**config.mk**
```make
export PLATFORM = sky130hd
export DESIGN_NAME = alu_seq_responder
export DESIGN_NICKNAME = d
export VERILOG_FILES = /design/src/rtl/alu_seq_responder.sv
export SDC_FILE = /design/constraint.sdc
export NUM_CORES = 1
export LEC_CHECK = 0
export BUFFER_PORTS_ARGS = -buffer_cell sky130_fd_sc_hd__buf_2
export CAP_MARGIN = 30
export CORE_AREA = 2 2 200 202
export DETAILED_ROUTE_END_ITERATION = 8
export DIE_AREA = 0 0 202 204
export PLACE_DENSITY_LB_ADDON = 0.12
export SKIP_CTS_REPAIR_TIMING = 1
export SYNTH_ARGS = -nofsm -noshare
export SYNTH_HDL_FRONTEND = slang
export SYNTH_SLANG_ARGS = --single-unit
```
**constraint.sdc**
```tcl
create_clock -name clk -period 11.17 [get_ports clk]
set_clock_uncertainty 0.1 [all_clocks]
set_input_delay 0 -clock clk [delete_from_list [all_inputs] [get_ports clk]]
set_output_delay 0 -clock clk [all_outputs]
set_load 0.02 [all_outputs]
```
**src/rtl/alu_seq_responder.sv**
```systemverilog
// Handshaked 16-bit signed ALU responder. Add, sub and logic ops finish in one cycle.
// Multiply uses shift-add and divide is restoring. Both work on magnitudes and fix the sign at the end.
module alu_seq_responder #(
  parameter int                   DATA_W      = 16,
  parameter logic [2*DATA_W-1:0]  DIV0_RESULT = {(2*DATA_W){1'b1}}
) (
  input  logic                  clk,
  input  logic                  rst,
  input  logic                  in_valid,
  output logic                  in_ready,
  input  logic [DATA_W-1:0]     op_a,
  input  logic [DATA_W-1:0]     op_b,
  input  logic [2:0]            op_code,
  output logic                  out_valid,
  input  logic                  out_ready,
  output logic [2*DATA_W-1:0]   result,
  output logic                  div_by_zero,
  output logic                  busy
);

  localparam int RES_W = 2 * DATA_W;
  localparam int CNT_W = $clog2(DATA_W);

  localparam logic [1:0] ST_IDLE = 2'd0;
  localparam logic [1:0] ST_CALC = 2'd1;
  localparam logic [1:0] ST_DONE = 2'd2;

  localparam logic [2:0] OP_ADD  = 3'b000;
  localparam logic [2:0] OP_SUB  = 3'b001;
  localparam logic [2:0] OP_MUL  = 3'b010;
  localparam logic [2:0] OP_DIV  = 3'b011;
  localparam logic [2:0] OP_OR   = 3'b100;
  localparam logic [2:0] OP_AND  = 3'b101;
  localparam logic [2:0] OP_NOTA = 3'b110;
  localparam logic [2:0] OP_NOTB = 3'b111;

  localparam logic [DATA_W-1:0] ZERO_D   = {DATA_W{1'b0}};
  localparam logic [DATA_W-1:0] ONE_D    = {{(DATA_W-1){1'b0}}, 1'b1};
  localparam logic [RES_W-1:0]  ZERO_R   = {RES_W{1'b0}};
  localparam logic [RES_W-1:0]  ONE_R    = {{(RES_W-1){1'b0}}, 1'b1};
  localparam logic [DATA_W:0]   ZERO_REM = {(DATA_W+1){1'b0}};
  localparam logic [CNT_W-1:0]  ZERO_C   = {CNT_W{1'b0}};
  localparam logic [CNT_W-1:0]  ONE_C    = {{(CNT_W-1){1'b0}}, 1'b1};
  localparam logic [CNT_W-1:0]  CNT_LAST = {CNT_W{1'b1}};

  // Unsigned magnitude of a two's-complement operand. -2^(DATA_W-1) maps to 2^(DATA_W-1).
  function automatic logic [DATA_W-1:0] magnitude(input logic [DATA_W-1:0] v);
    magnitude = v[DATA_W-1] ? (~v + ONE_D) : v;
  endfunction

  function automatic logic [RES_W-1:0] sext(input logic [DATA_W-1:0] v);
    sext = {{DATA_W{v[DATA_W-1]}}, v};
  endfunction

  function automatic logic [RES_W-1:0] apply_sign(input logic neg, input logic [RES_W-1:0] v);
    apply_sign = neg ? (~v + ONE_R) : v;
  endfunction

  logic [1:0]         state_r;
  logic [CNT_W-1:0]   cnt_r;
  logic [2:0]         op_r;
  logic               neg_r;
  logic [RES_W-1:0]   prod_r;
  logic [RES_W-1:0]   mcand_r;
  logic [DATA_W-1:0]  mplier_r;
  logic [DATA_W:0]    rem_r;
  logic [DATA_W-1:0]  quot_r;
  logic [DATA_W-1:0]  divisor_r;
  logic               in_ready_r;
  logic               out_valid_r;
  logic [RES_W-1:0]   result_r;
  logic               dbz_r;
  logic               busy_r;

  logic [RES_W-1:0]   quick_s;
  logic [RES_W-1:0]   prod_next_s;
  logic [DATA_W+1:0]  div_shift_s;
  logic [DATA_W+1:0]  div_diff_s;
  logic               div_fits_s;
  logic [DATA_W:0]    rem_next_s;
  logic [DATA_W-1:0]  quot_next_s;
  logic [RES_W-1:0]   calc_final_s;

  assign in_ready    = in_ready_r;
  assign out_valid   = out_valid_r;
  assign result      = result_r;
  assign div_by_zero = dbz_r;
  assign busy        = busy_r;

  // Result of the ops that complete in the acceptance cycle
  always_comb begin
    quick_s = ZERO_R;
    case (op_code)
      OP_ADD:  quick_s = sext(op_a) + sext(op_b);
      OP_SUB:  quick_s = sext(op_a) - sext(op_b);
      OP_OR:   quick_s = sext(op_a | op_b);
      OP_AND:  quick_s = sext(op_a & op_b);
      OP_NOTA: quick_s = sext(~op_a);
      OP_NOTB: quick_s = sext(~op_b);
      default: quick_s = ZERO_R;
    endcase
  end

  // One shift-add step and one restoring-divide step per cycle
  always_comb begin
    prod_next_s  = prod_r + (mplier_r[0] ? mcand_r : ZERO_R);
    div_shift_s  = {rem_r, quot_r[DATA_W-1]};
    div_diff_s   = div_shift_s - {2'b00, divisor_r};
    div_fits_s   = ~div_diff_s[DATA_W+1];
    if (div_fits_s) begin
      rem_next_s = div_diff_s[DATA_W:0];
    end else begin
      rem_next_s = div_shift_s[DATA_W:0];
    end
    quot_next_s  = {quot_r[DATA_W-2:0], div_fits_s};
    if (op_r == OP_DIV) begin
      calc_final_s = apply_sign(neg_r, {ZERO_D, quot_next_s});
    end else begin
      calc_final_s = apply_sign(neg_r, prod_next_s);
    end
  end

  // Control FSM, iteration datapath and registered outputs
  always_ff @(posedge clk) begin
    if (rst) begin
      state_r     <= ST_IDLE;
      cnt_r       <= ZERO_C;
      op_r        <= OP_ADD;
      neg_r       <= 1'b0;
      prod_r      <= ZERO_R;
      mcand_r     <= ZERO_R;
      mplier_r    <= ZERO_D;
      rem_r       <= ZERO_REM;
      quot_r      <= ZERO_D;
      divisor_r   <= ZERO_D;
      in_ready_r  <= 1'b1;
      out_valid_r <= 1'b0;
      result_r    <= ZERO_R;
      dbz_r       <= 1'b0;
      busy_r      <= 1'b0;
    end else begin
      case (state_r)
        ST_IDLE: begin
          if (in_valid && in_ready_r) begin
            op_r       <= op_code;
            in_ready_r <= 1'b0;
            busy_r     <= 1'b1;
            if (op_code == OP_DIV && op_b == ZERO_D) begin
              // Divide by zero bypasses the iteration entirely
              result_r    <= DIV0_RESULT;
              dbz_r       <= 1'b1;
              out_valid_r <= 1'b1;
              state_r     <= ST_DONE;
            end else if (op_code == OP_MUL || op_code == OP_DIV) begin
              neg_r     <= op_a[DATA_W-1] ^ op_b[DATA_W-1];
              cnt_r     <= ZERO_C;
              prod_r    <= ZERO_R;
              mcand_r   <= {ZERO_D, magnitude(op_a)};
              mplier_r  <= magnitude(op_b);
              rem_r     <= ZERO_REM;
              quot_r    <= magnitude(op_a);
              divisor_r <= magnitude(op_b);
              state_r   <= ST_CALC;
            end else begin
              result_r    <= quick_s;
              dbz_r       <= 1'b0;
              out_valid_r <= 1'b1;
              state_r     <= ST_DONE;
            end
          end else begin
            state_r <= ST_IDLE;
          end
        end
        ST_CALC: begin
          prod_r   <= prod_next_s;
          mcand_r  <= {mcand_r[RES_W-2:0], 1'b0};
          mplier_r <= {1'b0, mplier_r[DATA_W-1:1]};
          rem_r    <= rem_next_s;
          quot_r   <= quot_next_s;
          cnt_r    <= cnt_r + ONE_C;
          if (cnt_r == CNT_LAST) begin
            result_r    <= calc_final_s;
            dbz_r       <= 1'b0;
            out_valid_r <= 1'b1;
            state_r     <= ST_DONE;
          end else begin
            state_r <= ST_CALC;
          end
        end
        ST_DONE: begin
          if (out_ready) begin
            out_valid_r <= 1'b0;
            in_ready_r  <= 1'b1;
            busy_r      <= 1'b0;
            state_r     <= ST_IDLE;
          end else begin
            state_r <= ST_DONE;
          end
        end
        default: begin
          out_valid_r <= 1'b0;
          in_ready_r  <= 1'b1;
          busy_r      <= 1'b0;
          state_r     <= ST_IDLE;
        end
      endcase
    end
  end

endmodule

```
==> out/metrics.cfg <==
[logic_synthesis]
synthTopCellsByCount = nor2_1, nand2_1, a21oi_1, dfxtp_1, clkbuf_1
synth_cell_type_count = 82
synthFlopType = dfxtp_1
syn_inst = 1857
seq_area_frac_synth_pct = 25.9
yosysWarnings = 0
yosysMostFrequentCell = nor2_1
avgSynthCellArea_um2 = 7.29
synth_nets = 1973
synth_top_area_share_pct = 25.9
synth_area_um2 = 13500
synth_largest_area_cell = dfxtp_1
synth-seq-cells = 175
synth_edf_count = 0
async_flop_share_pct = 0
synthTopCellsByArea = dfxtp_1, ha_1, a21oi_1

[detailed_routing]
wl_per_cell_um = 19.5
num_vias = 13500
vias_per_cell = 5.67
routed_wl_um = 46400
drc_errors = 0
dr.pass1.iters = 5
drtIter0Drc = 1244
antenna_left = 0

[power]
p_leak_nw = 5.83
cellPowerDensity_nw_per_um2 = 119
finalPower_mw = 1.77
worst_ir_drop_vdd_mv = 0.103

[job]
cap_violations = 0

[global_route]
grt_max_degree = 95
grt_overflow = 0
grt_usage_pct = 22.5
grt_pass1_vias = 12400
grt_first_pass_wirelength_um = 73000
antenna_found_initial = 0

[setup_path]
r2r_slack_ns = 6.39
reg2reg_from = mplier_r[0]$_SDFFE_PP0P_
crit_type = input port to flip-flop
worstReg2RegEnd = result[24]$_SDFFE_PP0P_
crit_slowest_cell = nor4b_1
critPathLaunchType = input port
max_stage_delay_ns = 0.85
critical_path.endpoint_type = flip-flop
cp.arrival_ns = 5.65
cp_common_cell = o21ai_0
cp_data_required_time_ns = 11.46
path_max_fanout = 7
rr_worst_depth = 14
cp_cell_sequence = dlygate4sd3_1, buf_2, inv_1, ha_1, or3b_2, nor4b_1, nand2_1, or3_1, nand2_1, xor2_1, ha_1, o21a_1, o21ai_0, a21oi_1, o21ai_0, o21ai_0, xnor2_1, o31ai_1, a31oi_1, a21o_1, a21oi_1

[final_layout]
drive_gt1_share_pct = 8.88
fillers = 4145
stdcell_count = 2383
synthToLayoutAreaGrowth_pct = 9.98
fin_nets = 1962
n_antenna_cell = 0

[cts]
cts_buffers = 17
path_clk_slew_ns = 0.07
clock_latency_ns = 0.46
clock_sinks = 175
htree_levels = 4
cts.path.max_buffers = 2
cts_tree = built
root_buffer = clkbuf_16

[die]
die_w_um = 202
die_y_um = 204
start_util_pct = 34.6
die_area_um2 = 41200
row_count = 73
core_um2 = 39200
ios = 75

[sta]
slew_viol_final = 0
setup_tns_ns = 0
hold_ws_ns = -0.0867
fmax_mhz = 186
slew_headroom_pct = 27.1
fin_crit_ns = 5.36
finalSetupViolations = 0
worstMarginPinSlew_ns = 1.08
fin_crit_sh_pct = 48.0
hold_violations = 18
rsz0062_at_grt = no

[worst_hold_path]
worstHoldEndpoint = cnt_r[0]$_SDFFE_PP0P_
hold_depth = 2
hold_class = input port to flip-flop
hold_path.startpoint = rst

[placed_design]
placed_cells = 2346
gp_congestion = 0.919
portBuffers = 74
place_hpwl_um = 33400

[outcome]
violations = hold timing
outcome = finished, violations left

-- metal layers --
layer	routed length [um]	up-vias	global-route usage [%]	share of wire (%)
met1	23600	6411	34.0	51
met2	19500	414	33.5	42
met4	730	0	5.78	1.6
li1	-	6639	-	-
met5	0	-	0	0
met3	2460	36	2.66	5.3
-- worst max path at each step --
stage | slack (ns) | endpoint | from | cells past startpoint
finish | 5.81 | result[23]$_SDFFE_PP0P_ | op_b[0] | 21
global placement | 6.06 | result[28]$_SDFFE_PP0P_ | op_b[0] | 20
global route | 5.42 | result[28]$_SDFFE_PP0P_ | op_b[0] | 21
CTS | 6.41 | result[24]$_SDFFE_PP0P_ | mplier_r[0]$_SDFFE_PP0P_ | 14
floorplan | 7.08 | result[27]$_SDFFE_PP0P_ | mplier_r[0]$_SDFFE_PP0P_ | 14
detailed placement | 6.02 | result[23]$_SDFFE_PP0P_ | op_b[0] | 20
-- layout by cell type, fill, tap and decap left out, types with 18 or more instances in the layout --
cell type and n:
nor2_1 227, nand2_1 199, a21oi_1 182, dfxtp_1 175, o21ai_0 96, ha_1 74
buf_2 73, nand3_1 69, xnor2_1 64, nor3_1 57, inv_1 53, a211oi_1 49
xor2_1 43, and2_1 41, mux2i_1 32, o211ai_1 27, a21o_1 21, a31oi_1 19
nand2b_1 19, o31ai_1 18, buf_4 18
-- report_power, final --
group	switching, mW	total, mW	internal (mW)	leakage, nW
combinational	0.302	0.469	0.167	4.12
clock	0.273	0.626	0.354	0.290
sequential	0.0245	0.676	0.652	1.42
-- area by class of cell --
| type | count | area [um2] | area share [%] |
|---|---|---|---|
| multi-input combinational | 1501 | 9370 | 62.9 |
| tap | 525 | 657 | 4.41 |
| timing repair buffer | 98 | 572 | 3.84 |
| inverter | 53 | 199 | 1.34 |
| clock inverter | 8 | 104 | 0.697 |
| clock buffer | 23 | 488 | 3.28 |
| sequential | 175 | 3500 | 23.5 |
-- stage by stage --
step	setup WS, ns	hold slack [ns]	instance area [um2]	utilization, %
global placement	6.06	0.213	14200	36.3
CTS	6.41	-0.263	14800	37.9
global route	5.42	0.00867	14900	38.0
finish	5.81	-0.0867	14900	38.0
detailed placement	6.02	0.225	14200	36.3
floorplan	7.08	0.0472	13500	-
-- cells by family (layout without fill, tap and decap cells) --
| logic type | Yosys count | after routing | share of synthesized area [%] |
|---|---|---|---|
| xor+xnor | 107 | 107 | 6.92 |
| simple gates | 730 | 730 | 25.4 |
| buf+inv | 181 | 182 | 5.11 |
| compound gates | 549 | 549 | 26.3 |
| fa+ha+maj | 77 | 77 | 7.28 |
| flops | 175 | 175 | 25.9 |
| mux | 38 | 38 | 3.11 |
-- state kept, by name, indices dropped and copies added, names as in the netlist, 2 cells and up --
signal     cells
rem_r         17
mplier_r      16
result        32
prod_r        32
state_r        2
op_r           3
mcand_r       32
divisor_r     16
cnt_r          4
quot_r        16
-- worst max-delay path, delay by kind of cell --
family / cells / cell delay, ns
simple gates: 5 / 2.02
xor+xnor: 2 / 0.41
buf+inv: 3 / 0.80
fa+ha+maj: 2 / 0.49
compound gates: 9 / 1.92
Note: power is estimated with default switching activity, not from simulation.
